[src/rtl/fetch_controller_pkg.sv]
// Shared definitions for the fetch controller slice.
//   fc_state_t : FSM state encodings (3 is unused and recovers to IDLE)
//   seq_cmd_t  : per-cycle command from the FSM to the pc sequencer
package fetch_controller_pkg;

  localparam int DEF_ADDR_W  = 12;
  localparam int DEF_INSTR_W = 19;
  localparam int CNT_W       = 16;

  typedef enum logic [1:0] {
    ST_IDLE = 2'd0,
    ST_RUN  = 2'd1,
    ST_HALT = 2'd2
  } fc_state_t;

  // restart  : load RESET_PC as the pending fetch
  // redirect : load redirect_target as the pending fetch (zero bubble)
  // advance  : consumer took the current word, move on to pc
  typedef struct packed {
    logic restart;
    logic redirect;
    logic advance;
  } seq_cmd_t;

endpackage

[src/rtl/fetch_controller_pc_sequencer.sv]
// Fetch address sequencer: owns pc (next address to fetch) and pending_pc
// (address whose data is on the memory read port), and picks the address
// driven to instruction memory this cycle.
//   clock, reset     : clock, synchronous active-high reset
//   cmd              : restart / redirect / advance from the FSM
//   redirect_target  : new fetch address for a redirect
//   mem_address      : combinational memory address
//   pending_pc       : address of the word currently on mem_instruction
module pc_sequencer
  import fetch_controller_pkg::*;
#(
  parameter int          ADDR_W   = DEF_ADDR_W,
  parameter int unsigned RESET_PC = 0
) (
  input  logic              clock,
  input  logic              reset,
  input  seq_cmd_t          cmd,
  input  logic [ADDR_W-1:0] redirect_target,
  output logic [ADDR_W-1:0] mem_address,
  output logic [ADDR_W-1:0] pending_pc
);

  localparam logic [ADDR_W-1:0] RST_PC = ADDR_W'(RESET_PC);
  localparam logic [ADDR_W-1:0] ONE    = ADDR_W'(1);

  logic [ADDR_W-1:0] pc;

  // The address issued now is the one whose data arrives next cycle, so it
  // always matches what pending_pc becomes at the coming edge.
  always_comb begin
    mem_address = pending_pc;
    if (!cmd.restart) begin
      if (cmd.redirect)     mem_address = redirect_target;
      else if (cmd.advance) mem_address = pc;
    end
  end

  // Address arithmetic wraps naturally at 2^ADDR_W.
  always_ff @(posedge clock) begin
    if (reset || cmd.restart) begin
      pending_pc <= RST_PC;
      pc         <= RST_PC + ONE;
    end else if (cmd.redirect) begin
      pending_pc <= redirect_target;
      pc         <= redirect_target + ONE;
    end else if (cmd.advance) begin
      pending_pc <= pc;
      pc         <= pc + ONE;
    end
  end

endmodule

[src/rtl/fetch_controller.sv]
// Instruction fetch controller. Streams instructions from a registered
// (1-cycle latency) instruction memory to a valid/ready consumer, with
// start/halt control, zero-bubble redirects and an accepted-instruction count.
//   clock, reset             : clock, synchronous active-high reset
//   start, halt_req          : run control
//   redirect_valid/target    : taken branch/jump
//   out_ready                : consumer handshake
//   mem_instruction          : memory read data (word at last mem_address)
//   mem_address              : memory address (combinational)
//   out_valid/instruction/pc : presented instruction and its address
//   state_out                : FSM state encoding
//   fetch_count              : accepted instructions, saturating
module fetch_controller
  import fetch_controller_pkg::*;
#(
  parameter int          ADDR_W   = DEF_ADDR_W,
  parameter int          INSTR_W  = DEF_INSTR_W,
  parameter int unsigned RESET_PC = 0
) (
  input  logic               clock,
  input  logic               reset,
  input  logic               start,
  input  logic               halt_req,
  input  logic               redirect_valid,
  input  logic [ADDR_W-1:0]  redirect_target,
  input  logic               out_ready,
  input  logic [INSTR_W-1:0] mem_instruction,
  output logic [ADDR_W-1:0]  mem_address,
  output logic               out_valid,
  output logic [INSTR_W-1:0] out_instruction,
  output logic [ADDR_W-1:0]  out_pc,
  output logic [1:0]         state_out,
  output logic [CNT_W-1:0]   fetch_count
);

  fc_state_t state, state_nxt;
  seq_cmd_t  cmd;
  logic      count_en;

  pc_sequencer #(
    .ADDR_W   (ADDR_W),
    .RESET_PC (RESET_PC)
  ) u_seq (
    .clock           (clock),
    .reset           (reset),
    .cmd             (cmd),
    .redirect_target (redirect_target),
    .mem_address     (mem_address),
    .pending_pc      (out_pc)
  );

  assign out_instruction = mem_instruction;
  assign state_out       = state;

  always_ff @(posedge clock) begin
    if (reset) state <= ST_IDLE;
    else       state <= state_nxt;
  end

  always_comb begin
    state_nxt = state;
    cmd       = '0;
    out_valid = 1'b0;
    count_en  = 1'b0;
    case (state)
      ST_IDLE: begin
        if (start) begin
          state_nxt   = ST_RUN;
          cmd.restart = 1'b1;
        end
      end
      ST_RUN: begin
        out_valid = 1'b1;
        // Redirect beats halt: the handshake in a redirect cycle is dropped.
        if (redirect_valid) begin
          cmd.redirect = 1'b1;
        end else begin
          cmd.advance = out_ready;
          count_en    = out_ready;
          if (halt_req) state_nxt = ST_HALT;
        end
      end
      ST_HALT: begin
        // Keep re-reading pending_pc so the word is ready on resume.
        cmd.redirect = redirect_valid;
        if (start) state_nxt = ST_RUN;
      end
      default: begin
        // Unused encoding: go back to IDLE with a clean fetch address.
        state_nxt   = ST_IDLE;
        cmd.restart = 1'b1;
      end
    endcase
  end

  always_ff @(posedge clock) begin
    if (reset)                           fetch_count <= '0;
    else if (count_en && !(&fetch_count)) fetch_count <= fetch_count + CNT_W'(1);
  end

endmodule

[config.mk]
export PLATFORM = sky130hd
export DESIGN_NAME = fetch_controller
export DESIGN_NICKNAME = d
export VERILOG_FILES = /design/src/rtl/fetch_controller_pkg.sv /design/src/rtl/fetch_controller_pc_sequencer.sv /design/src/rtl/fetch_controller.sv
export SDC_FILE = /design/constraint.sdc
export NUM_CORES = 1
export LEC_CHECK = 0
export ABC_AREA = 0
export CAP_MARGIN = 20
export CELL_PAD_IN_SITES_DETAIL_PLACEMENT = 1
export CELL_PAD_IN_SITES_GLOBAL_PLACEMENT = 2
export CORE_ASPECT_RATIO = 0.5
export CORE_MARGIN = 8
export CORE_UTILIZATION = 26
export CTS_CLUSTER_SIZE = 10
export DETAILED_ROUTE_END_ITERATION = 10
export PLACE_DENSITY = 0.9
export SYNTH_ARGS = -nofsm -noshare
export SYNTH_HDL_FRONTEND = slang
export SYNTH_SLANG_ARGS = --single-unit
[constraint.sdc]
create_clock -name clock -period 5.1 [get_ports clock]
set_clock_uncertainty 0.15 [all_clocks]
set_input_delay 0.51 -clock clock [delete_from_list [all_inputs] [get_ports clock]]
set_output_delay 0.51 -clock clock [all_outputs]
set_load 0.05 [all_outputs]
* Yosys cells after proc, flatten, opt, wreduce, memory -nomap -nowiden *
Index checks and enable logic that the tools add are counted.

storage, ports and cells
  register bits = 42
  bits of input ports = 37
  output and inout bits = 62
  word-level logic and storage cells = 37

cells by class
  add/subtract/negate cells = 3
  equality and inequality tests = 5
  multiplexer cells = 16
  reductions and logical operators = 9

operator list
  operator                 count
  $mux W12                 5
  $add A12 B1 Y12 const B  2
  $add A16 B1 Y16 const B  1
  $reduce_and A16 Y1       1
  $mux W2                  3
  $mux W1                  5
  $ne A2 B2 Y1 const B     2
  $pmux W1 S2              2
  $pmux W2 S2              1
  $reduce_or A2 Y1         2
  $reduce_and A3 Y1        1
  $eq A2 B1 Y1 const B     1
  $eq A2 B2 Y1 const B     1
  $logic_not A2 Y1         1
  $ne A2 B1 Y1 const B     1
  $reduce_bool A2 Y1       1
  $logic_and A1 B1 Y1      1
  $logic_not A1 Y1         1
  $logic_or A1 B1 Y1       1

* Longest topological paths before layout *
Gate-level depths: netlist (run 1).

  depth after elaboration = 5
  gate-level depth with buffers = 13
  gate-level depth less buffers = 10

* By module *
A second synthesis (run 1) with hierarchy kept.

second synthesis, totals
  cells, all modules = 371
  area total of the unflattened synthesis = 2,840.2 um^2

modules (own cells, without submodules)
  module            instances  cells an instance  area an instance (um^2)  sequential area each (um^2)
  pc_sequencer      1          228                1,677.9                  480.5
  fetch_controller  1          143                1,162.4                  360.3

* Least setup slack after synthesis (run 1) *
No wires, ideal clock.

  path type = reg2out
  start = reg state[0] (netlist: state_out[0])
  end = out mem_address[0]
  arrival time = 3.003 ns
  required time = 4.440 ns
  path slack = 1.437 ns
  stages on the path, launching flop included = 8
  buffers on the path = 1
  cell sequence = dfxtp_1 -> ha_1 -> and3b_1 -> clkbuf_1 -> nor2_1 -> nor2_1 -> nor2_1 -> a21oi_1

between the ends
  cells in the longest elaborated chain, start to end = 5
  elaborated cells between the ends (all ways) = 10
  those cells by class = eq/ne (2); mux (6); reduce/logical (2)

RTL lines
  item                    line                                 source
  from (decl)             fetch_controller.sv:36               fc_state_t state, state_nxt;
  from (signal assigned)  fetch_controller.sv:57               else state <= state_nxt;
  $eq A2 B1 Y1            fetch_controller.sv:65               case (state)
  $mux W1                 fetch_controller.sv:65
  $mux W12                fetch_controller_pc_sequencer.sv:34  else if (cmd.advance) mem_address = pc;
  $mux W12                fetch_controller_pc_sequencer.sv:33  if (cmd.redirect) mem_address = redirect_target;
  $mux W12 (*)            fetch_controller_pc_sequencer.sv:32  if (!cmd.restart) begin
  to (decl)               fetch_controller.sv:28               output logic [ADDR_W-1:0] mem_address,

Every way passes the cells marked *; elsewhere a longest branch is shown, timed or not.

* Final worst setup path (run 1) *
  start = reg state[0] (netlist: state_out[0])
  end = out mem_address[9]

Same word-level chain as after synthesis.

==> impl_results.md, run 1 <==
- Mapped Nets: 392
- Slowest stage delay, CP: 0.82 ns
- Vias: 2538
- Synth unique cells: 46
- Die width: 159 um
- Placed insts: 517
- Final WS setup: 1.20 ns
- Crit path top cell by count: nor2_1
- CTS buffer count: 5
- Initial Util: 0.264
- Hold_buf cts: 0
- Post-route DRC: 0
- Top-count cell post-synth: nor2_1
- Largest cells by area after synthesis: dfxtp_1 32%, nor2_1 8.6%, nand2_1 7.5%, buf_4 5.4%, xor2_1 4.3%
- Fillers: 1226
- Worst Setup End Kind: primary output
- Final Max Slew Viols: 0
- Synth Instances: around 350
- Area Growth Syn to Fin: 27.1%
- Detailed Route Iter0 Violations: 102
- Vias in the first global route: 2595
- Drt pass-1 iters: 4
- H-tree level count: 2
- Layout cells sized above 1: 0.0545
- Total core area: 0.0101 mm^2
- Status: finished, final reports clean
- CTS resizes: 0
- Final Power: roughly 1.8 mW
- Fin cells: approximately 530
- Slowest stage cell, crit path: clkdlybuf4s50_1
- Commonest register cell after synthesis: dfxtp_1
- Pre-CTS WS: 1.34 ns
- FFs w/ async S/R, synth: 0
- Number of synthesized register bits: 42
- Leakage power: 1.22 nW
- Setup_tns: 0 ns
- GRT Total Usage: 0.117
- Die Y: 87.5 um
- # port buffers: 60
- Crit path cell chain: inv_1, ha_1, nor2_1, a21o_1, nor2_1, nor2_1, a21oi_1, clkdlybuf4s50_1
- Die area: 0.0139 mm^2
- FF+latch area: around 840 um^2
- DR vias/cell: 4.83
- Netlist Area Pre-Place: 0.00266 mm^2
- Post-synthesis sequential area ratio: 0.316
- Global-route wire length before repair: 13500 um
- Post-synth top area cell: dfxtp_1
- Avg Cell Area, Syn: 7.65 um^2
- Clk buf depth: 2
- Post-synth EDFFs: 0
- Worst rel slew slack: 0.364
- Worst Hold Class: flip-flop to flip-flop
- I/O Pins: just under 100
- Largest net degree at the start of global routing: 34
- CTS tree: done
- Min cycle time layout: 3.90 ns
- Final hold vios: 0
- CP required: 4.44 ns
- CTS clock-pin slew for the worst setup and hold paths: 0.07 ns
- Crit path arrival time: 3.24 ns
- Fmax: 257 MHz
- Critical Path Fanout Max: 18
- Initial antenna violation count: 0
- WS Path Type: flip-flop to primary output
- Crit path launch type: flip-flop
- Commonest cells post-synth: 61 x nor2_1, 53 x nand2_1, 42 x dfxtp_1
- Root Buffer: clkbuf_16
- Final core utilization: 0.335
- Detailed Place HPWL: approximately 6000 um
- Row count: 26
- RSZ-0062 raised after global routing: false
- Synth top area share: 0.316
- Inserted Diodes: 0
- Syn. warnings: 0
- Clk sinks: 42
- Footprint of the multi-input gates: 0.00158 mm^2
- Final setup viols: 0
- Final wirelength: 8210 um
- Worst vdd ir: 0.148 mV
- Least-Margin Pin Slew: 0.950 ns
- Worst-skew pair later-pin latency: 0.29 ns
- Number of max-cap violations: 0
- Fin crit share: 0.764
- # Post-CTS Setup Buffers: 0
- Grt ovf: 0
- Routed len/inst: 15.6 um
- Final net count: 428
- Power per standard cell area: 527 mW/mm^2
- GPL Wtd Cong: 0.784
- Detail Route Antenna Nets: 0
[final cells by class]
type / count / share of cell area
Multi-Input combinational cell: 268 / 0.468
Timing Repair Buffer: 64 / 0.186
Tap cell: 140 / 0.0518
Clock buffer: 6 / 0.0381
Sequential cell: 42 / 0.249
Clock inverter: 2 / 0.00407
Inverter: 3 / 0.00333
[kinds of logic after synthesis]
group / synth area share
and+or+nand+nor: 0.294
AOI/OAI and AO/OA: 0.159
DFF: 0.316
buffers and inverters: 0.0893
xor gates and xnor gates: 0.0823
muxes: 0.0268
adders and majority gates: 0.0329
[per-layer routing]
layer | up-vias | track usage | wire [um]
li1 | 1270 | - | -
met1 | 1209 | 0.151 | 3990
met2 | 51 | 0.195 | 3680
met3 | 8 | 0.0291 | 456
met4 | 0 | 0.0306 | 82
met5 | - | 0 | 0
[cells in the final DEF (no fill, tap or decap), types with 3 or more instances in the layout]
cell type	n
inv_1	3
nand3_1	12
nand4_1	9
a31oi_1	6
clkbuf_16	5
buf_4	4
nand2_1	53
dfxtp_1	42
mux2i_1	6
a21oi_1	15
clkdlybuf4s50_1	60
o22ai_1	6
xor2_1	13
nor3_1	11
ha_1	7
o221ai_1	8
and3_1	7
nor2_1	61
o21ai_0	11
xnor2_1	12
[worst paths after layout]
kind | slack [ns] | depth (start not counted) | start | to
worst max register to register | 2.18 | 8 | state_out[0] | u_seq.pc[10]
worst min register to register | 0.35 | 2 | u_seq.pending_pc[0] | u_seq.pending_pc[0]
worst min-delay path | 0.35 | 2 | u_seq.pending_pc[0] | u_seq.pending_pc[0]
worst max-delay path | 1.20 | 8 | state_out[0] | mem_address[9]
[stage by stage]
stage | area, um^2 | hold WS (ns)
6_report | 3380 | 0.351
5_1_grt | 3380 | 0.372
4_1_cts | 3380 | 0.360
3_5_place_dp | 3240 | 0.347
3_3_place_gp | 3240 | 0.340
2_1_floorplan | 2660 | 0.295
[critical path: cells and delay by family, from the launching register on]
kind | cells | cell delay [ns]
buffers and inverters | 2 | 0.91
and+or+nand+nor | 3 | 0.62
AOI/OAI and AO/OA | 2 | 0.52
adders and majority gates | 1 | 0.47
DFF | 1 | 0.43
[where the power goes]
part           switching [mW]  internal (mW)
sequential             0.0511          0.375
clock                   0.139          0.182
combinational           0.712          0.323
[sequential cells by signal (all words and copies together) (netlist names)]
| register | cells |
|---|---|
| u_seq.pc | 12 |
| u_seq.pending_pc | 12 |
| state_out | 2 |
| fetch_count | 16 |
(Power assumes the default switching activity.)
==> run 2, diff against run 1 <==
Settings changed: CORE_UTILIZATION 26 to 24, PLACE_DENSITY 0.9 to 0.84.
Clock period 5.1 ns to 3.73 ns, I/O delays scaled along.
==> impl_results.md, run 2 (synthesis results as in run 1) <==
- Drt pass-1 iters: 4 (unchanged)
- Final Max Slew Viols: 0 (unchanged)
- CTS resizes: 0 (unchanged)
- Row count: 27 (was 26)
- Worst vdd ir: 0.251 mV (was 0.148 mV)
- Top Registers: fetch_count (16), u_seq.pc (12), u_seq.pending_pc (12) (unchanged)
- Power per standard cell area: 778 mW/mm^2 (was 527 mW/mm^2)
- Min cycle time layout: between 3 and 4 ns
- Worst-skew pair later-pin latency: 0.29 ns (about the same)
- Root Buffer: clkbuf_16 (unchanged)
- # Post-CTS Setup Buffers: 0 (unchanged)
- DR vias/cell: 4.78 (was 4.83)
- Comb power frac: 0.574 (was 0.581)
- Hold_buf cts: 0 (unchanged)
- Number of max-cap violations: 0 (unchanged)
- Crit path launch type: flip-flop (unchanged)
- Routed len/inst: 16.0 um (was 15.6 um)
- Post-route DRC: 0 (unchanged)
- Initial antenna violation count: 0 (unchanged)
- Inserted Diodes: 0 (unchanged)
- Final hold vios: 0 (unchanged)
- Leakage power: 1.30 nW (was 1.22 nW)
- Die Y: 90.5 um (was 87.5 um)
- Pre-CTS WS: 0.718 ns (was 1.34 ns)
- Pint: 1.45 mW (was 880 uW)
- Status: finished, final reports clean (unchanged)
- Net switching power: 1.29 mW (was 903 uW)
- Most flops, register: fetch_count (unchanged)
- Worst Hold Class: flip-flop to flip-flop (unchanged)
- R2R cell count: 10 (was 8)
- Total core area: 0.0109 mm^2 (was 0.0101 mm^2)
- Final core utilization: 0.322 (was 0.335)
- Clk sinks: 42 (unchanged)
- GRT Total Usage: 0.117 (about the same)
- Detail Route Antenna Nets: 0 (unchanged)
- Critical Path Fanout Max: 17 (was 18)
- Area Growth Syn to Fin: 32.2% (was 27.1%)
- Worst Hold Path Cells: 2 (unchanged)
- Commonest non-fill, non-tap cell in the layout: nor2_1 (unchanged)
- CTS clock-pin slew for the worst setup and hold paths: 0.07 ns (about the same)
- H-tree level count: 2 (unchanged)
- Die area: 0.0149 mm^2 (was 0.0139 mm^2)
- Reg power frac: 0.213 (was 0.239)
- Sw Ratio: 0.470 (was 0.506)
- Clock Power Share: 0.214 (was 0.180)
- Max FFs per register: 16 (unchanged)
- Least-Margin Pin Slew: 0.663 ns (was 0.950 ns)
- Fin crit share: 0.876
- Final WS setup: 0.463 ns (was 1.20 ns)
- Fmax: a little over 300 MHz
- CP required: 3.21 ns (was 4.44 ns)
- Vias in the first global route: 2655 (was 2595)
- Crit path arrival time: 2.74 ns (was 3.24 ns)
- Die width: 165 um (was 159 um)
- Vias: 2537 (was 2538)
- Final setup viols: 0 (unchanged)
- WS Path Type: flip-flop to primary output (unchanged)
- Global-route wire length before repair: 14200 um (was 13500 um)
- Largest net degree at the start of global routing: 25 (was 34)
- Commonest cells after routing, fill and taps aside: 61 x nor2_1, 53 x nand2_1, 48 x clkdlybuf4s50_1 (was 61 x nor2_1, 60 x clkdlybuf4s50_1, 53 x nand2_1)
- RSZ-0062 raised after global routing: false (unchanged)
- Layout cells sized above 1: 0.0907 (was 0.0545)
- Detailed Place HPWL: 6330 um (was 6120 um)
- Final wirelength: 8510 um (was 8210 um)
- Clk buf depth: 2 (unchanged)
- Final net count: 429 (was 428)
- CTS buffer count: 5 (unchanged)
- Setup_tns: 0 ns (unchanged)
- Initial Util: 0.244 (was 0.264)
- Grt ovf: 0 (unchanged)
- Detailed Route Iter0 Violations: 161 (was 102)
- I/O Pins: 99 (unchanged)
- GPL Wtd Cong: 0.809 (was 0.784)
- CTS tree: done (unchanged)
- # port buffers: 60 (unchanged)
- Worst Setup End Kind: primary output (unchanged)
- Worst rel slew slack: 0.558 (was 0.364)
run 2: changes by cell type in the layout (fill, tap and decap cells not counted), sizes merged:
cell and change:
clkinv -1, bufinv +2, buf +13, clkbuf -1, clkdlybuf4s50 -12
run 2: layout make-up:
class | instances | area [um^2]
Clock buffer | 5 | 125
Clock inverter | 3 | 68.8
Fill cell | 1307 | 7390
Inverter | 3 | 11.3
Multi-Input combinational cell | 268 | 1580
Sequential cell | 42 | 841
Tap cell | 145 | 181
Timing Repair Buffer | 65 | 708
run 2: worst paths after layout:
kind,startpoint,endpoint,slack (ns)
max,state_out[0],mem_address[5],0.46
min,u_seq.pending_pc[9],u_seq.pending_pc[9],0.35
max reg2reg,state_out[0],u_seq.pc[10],0.92
min reg2reg,u_seq.pending_pc[9],u_seq.pending_pc[9],0.35
run 2: layer usage:
| layer | track usage | wire [um] | up-vias |
|---|---|---|---|
| li1 | - | - | 1264 |
| met1 | 0.156 | 4250 | 1214 |
| met3 | 0.0250 | 273 | 14 |
| met2 | 0.181 | 3860 | 45 |
| met4 | 0.0425 | 123 | 0 |
| met5 | 0 | 0 | - |
run 2: stage by stage:
| step | hold WS, ns | power, mW | instances | cell area, um^2 |
|---|---|---|---|---|
| 2_1_floorplan | 0.295 | 1.65 | 348 | 2660 |
| 3_3_place_gp | 0.317 | 2.16 | 523 | 3320 |
| 3_5_place_dp | 0.335 | 2.18 | 523 | 3320 |
| 4_1_cts | 0.345 | 2.77 | 531 | 3520 |
| 5_1_grt | 0.374 | 2.91 | 531 | 3520 |
| 6_report | 0.347 | 2.74 | 531 | 3520 |
run 2: power by group through the flow:
stage / Combinational (mW) / Sequential (mW) / Clock, mW
after floorplan: 0.930 / 0.719 / 0
after global placement: 1.57 / 0.591 / 0
after detailed placement: 1.58 / 0.593 / 0
after CTS: 1.59 / 0.583 / 0.603
after global routing: 1.69 / 0.593 / 0.625
final: 1.57 / 0.582 / 0.585
run 2: worst max-delay path, cell delays in order, from the launching register on:
cell      delay [ns]
dfxtp_1         0.43
inv_1           0.09
ha_1            0.43
nand2_1         0.46
nand2_1         0.38
o221ai_1        0.33
nand2_1         0.15
buf_12          0.17
==> run 3, diff against run 2 <==
Clock period 3.73 ns to 3.56 ns, I/O delays scaled along.
==> impl_results.md, run 3 (synthesis results as in run 1) <==
- GRT Total Usage: 0.117 (about the same)
- Hold_buf cts: 0 (unchanged)
- Number of max-cap violations: 0 (unchanged)
- Crit path top cell by count: nor2_1 (was nand2_1)
- Root Buffer: clkbuf_16 (unchanged)
- CTS buffer count: 5 (unchanged)
- Clk sinks: 42 (unchanged)
- Total core area: 0.0109 mm^2 (unchanged)
- Final setup viols: 0 (unchanged)
- Pint: 1.61 mW (was 1.45 mW)
- GPL Wtd Cong: 0.797 (was 0.809)
- CP required: 3.05 ns (was 3.21 ns)
- Routed length on met1: 4040 um (was 4250 um)
- Crit path cell chain: inv_1, ha_1, nor2_1, a21o_1, nor2_1, nor2_1, a21oi_1, buf_12 (was inv_1, ha_1, nand2_1, nand2_1, o221ai_1, nand2_1, buf_12)
- Worst-skew pair later-pin latency: 0.29 ns (about the same)
- Setup_tns: 0 ns (unchanged)
- Crit path launch type: flip-flop (unchanged)
- Least-Margin Pin Slew: 0.649 ns (was 0.663 ns)
- Die Y: 90.5 um (unchanged)
- Reg power frac: 0.207 (was 0.213)
- Initial Util: 0.244 (unchanged)
- Slowest stage delay, CP: 0.46 ns (about the same)
- Largest net degree at the start of global routing: 24 (was 25)
- Layout cells sized above 1: 0.0954 (was 0.0907)
- Critical Path Fanout Max: 18 (was 17)
- CTS clock-pin slew for the worst setup and hold paths: 0.07 ns (about the same)
- Final Power: 2.95 mW (was 2.74 mW)
- Comb power frac: 0.583 (was 0.574)
- Grt ovf: 0 (unchanged)
- Clock Power Share: 0.210 (was 0.214)
- Placed insts: 525 (was 523)
- DR vias/cell: 4.78 (about the same)
- Min cycle time layout: around 3.2 ns
- Fmax: 316 MHz
- Met3 routed WL: 379 um (was 273 um)
- Routed len/inst: 16.0 um (about the same)
- Commonest cells after routing, fill and taps aside: 61 x nor2_1, 53 x nand2_1, 48 x clkdlybuf4s50_1 (unchanged)
- Final net count: 431 (was 429)
- Slowest stage cell, crit path: ha_1 (was nand2_1)
- Commonest non-fill, non-tap cell in the layout: nor2_1 (unchanged)
- I/O Pins: 99 (unchanged)
- Max FFs per register: 16 (unchanged)
- Status: finished, final reports clean (unchanged)
- Detail Route Antenna Nets: 0 (unchanged)
- Worst vdd ir: 0.237 mV (was 0.251 mV)
- Clk buf depth: 2 (unchanged)
- H-tree level count: 2 (unchanged)
- Post-route DRC: 0 (unchanged)
- Worst Setup End Kind: primary output (unchanged)
- Final core utilization: 0.329 (was 0.322)
- Initial antenna violation count: 0 (unchanged)
- Row count: 27 (unchanged)
- Top Metal Used: met4 (unchanged)
- CTS tree: done (unchanged)
- Fin crit share: 0.890
- CTS resizes: 0 (unchanged)
- # port buffers: 60 (unchanged)
- WL met2: 3990 um (was 3860 um)
- Final wirelength: 8500 um (was 8510 um)
- Detailed Place HPWL: 6430 um (was 6330 um)
- RSZ-0062 raised after global routing: false (unchanged)
- Fillers: 1294 (was 1307)
- Vias in the first global route: 2683 (was 2655)
- Net switching power: 1.35 mW (was 1.29 mW)
- Die width: 165 um (unchanged)
- # Post-CTS Setup Buffers: 0 (unchanged)
- Sw Ratio: 0.456 (was 0.470)
- Inserted Diodes: 0 (unchanged)
- Leakage power: 1.32 nW (was 1.30 nW)
- Vias: 2546 (was 2537)
- Area Growth Syn to Fin: 34.8% (was 32.2%)
- WS Path Type: flip-flop to primary output (unchanged)
- Power per standard cell area: 823 mW/mm^2 (was 778 mW/mm^2)
- Final Max Slew Viols: 0 (unchanged)
- Detailed Route Iter0 Violations: 140 (was 161)
- Drt pass-1 iters: 4 (unchanged)
- Crit path arrival time: 2.66 ns (was 2.74 ns)
- Top Registers: fetch_count (16), u_seq.pc (12), u_seq.pending_pc (12) (unchanged)
- Worst rel slew slack: 0.567 (was 0.558)
- Final hold vios: 0 (unchanged)
- Global-route wire length before repair: 14200 um (about the same)
- Most flops, register: fetch_count (unchanged)
- Worst Hold Class: flip-flop to flip-flop (unchanged)
- Fin cells: 533 (was 531)
- Die area: 0.0149 mm^2 (unchanged)
run 3: path summary, 6_finish.rpt:
path                                          start                   to  slack [ns]  cells past startpoint
worst min-delay path            u_seq.pending_pc[7]  u_seq.pending_pc[7]        0.35                      2
worst min register to register  u_seq.pending_pc[7]  u_seq.pending_pc[7]        0.35                      2
worst max register to register         state_out[0]         u_seq.pc[10]        0.81                     10
worst max-delay path                   state_out[0]      mem_address[11]        0.39                      8
run 3: metrics by stage:
stage | cell area [um^2] | hold slack, ns | setup slack [ns]
floorplan | 2660 | 0.295 | 0.0509
global placement | 3390 | 0.328 | 0.686
detailed placement | 3390 | 0.328 | 0.637
CTS | 3590 | 0.344 | 0.334
global route | 3590 | 0.375 | 0.143
finish | 3590 | 0.347 | 0.393
run 3: cell type report:
type / instances / area (um^2) / share of cell area
Clock buffer: 6 / 139 / 0.0387
Clock inverter: 2 / 60.1 / 0.0167
Inverter: 3 / 11.3 / 0.00314
Multi-Input combinational cell: 268 / 1580 / 0.441
Sequential cell: 42 / 841 / 0.234
Tap cell: 145 / 181 / 0.0506
Timing Repair Buffer: 67 / 773 / 0.215
run 3: per-layer routing:
layer | vias up | global-route usage
met1 | 1225 | 0.149
met2 | 46 | 0.194
met5 | - | 0
met3 | 9 | 0.0259
met4 | 0 | 0.0313
li1 | 1266 | -
run 3: worst max-delay path, delay by kind of cell (launching register included):
kind / cells / cell delay (ns)
simple gates: 3 / 0.60
compound gates: 2 / 0.61
fa+ha+maj: 1 / 0.46
flops: 1 / 0.42
buf+inv: 2 / 0.27
run 3: power groups by stage:
stage / Sequential [mW] / Combinational [mW] / Clock (mW)
2_1_floorplan: 0.753 / 0.974 / 0
3_3_place_gp: 0.618 / 1.73 / 0
3_5_place_dp: 0.622 / 1.74 / 0
4_1_cts: 0.611 / 1.75 / 0.638
5_1_grt: 0.624 / 1.84 / 0.658
6_report: 0.611 / 1.72 / 0.620
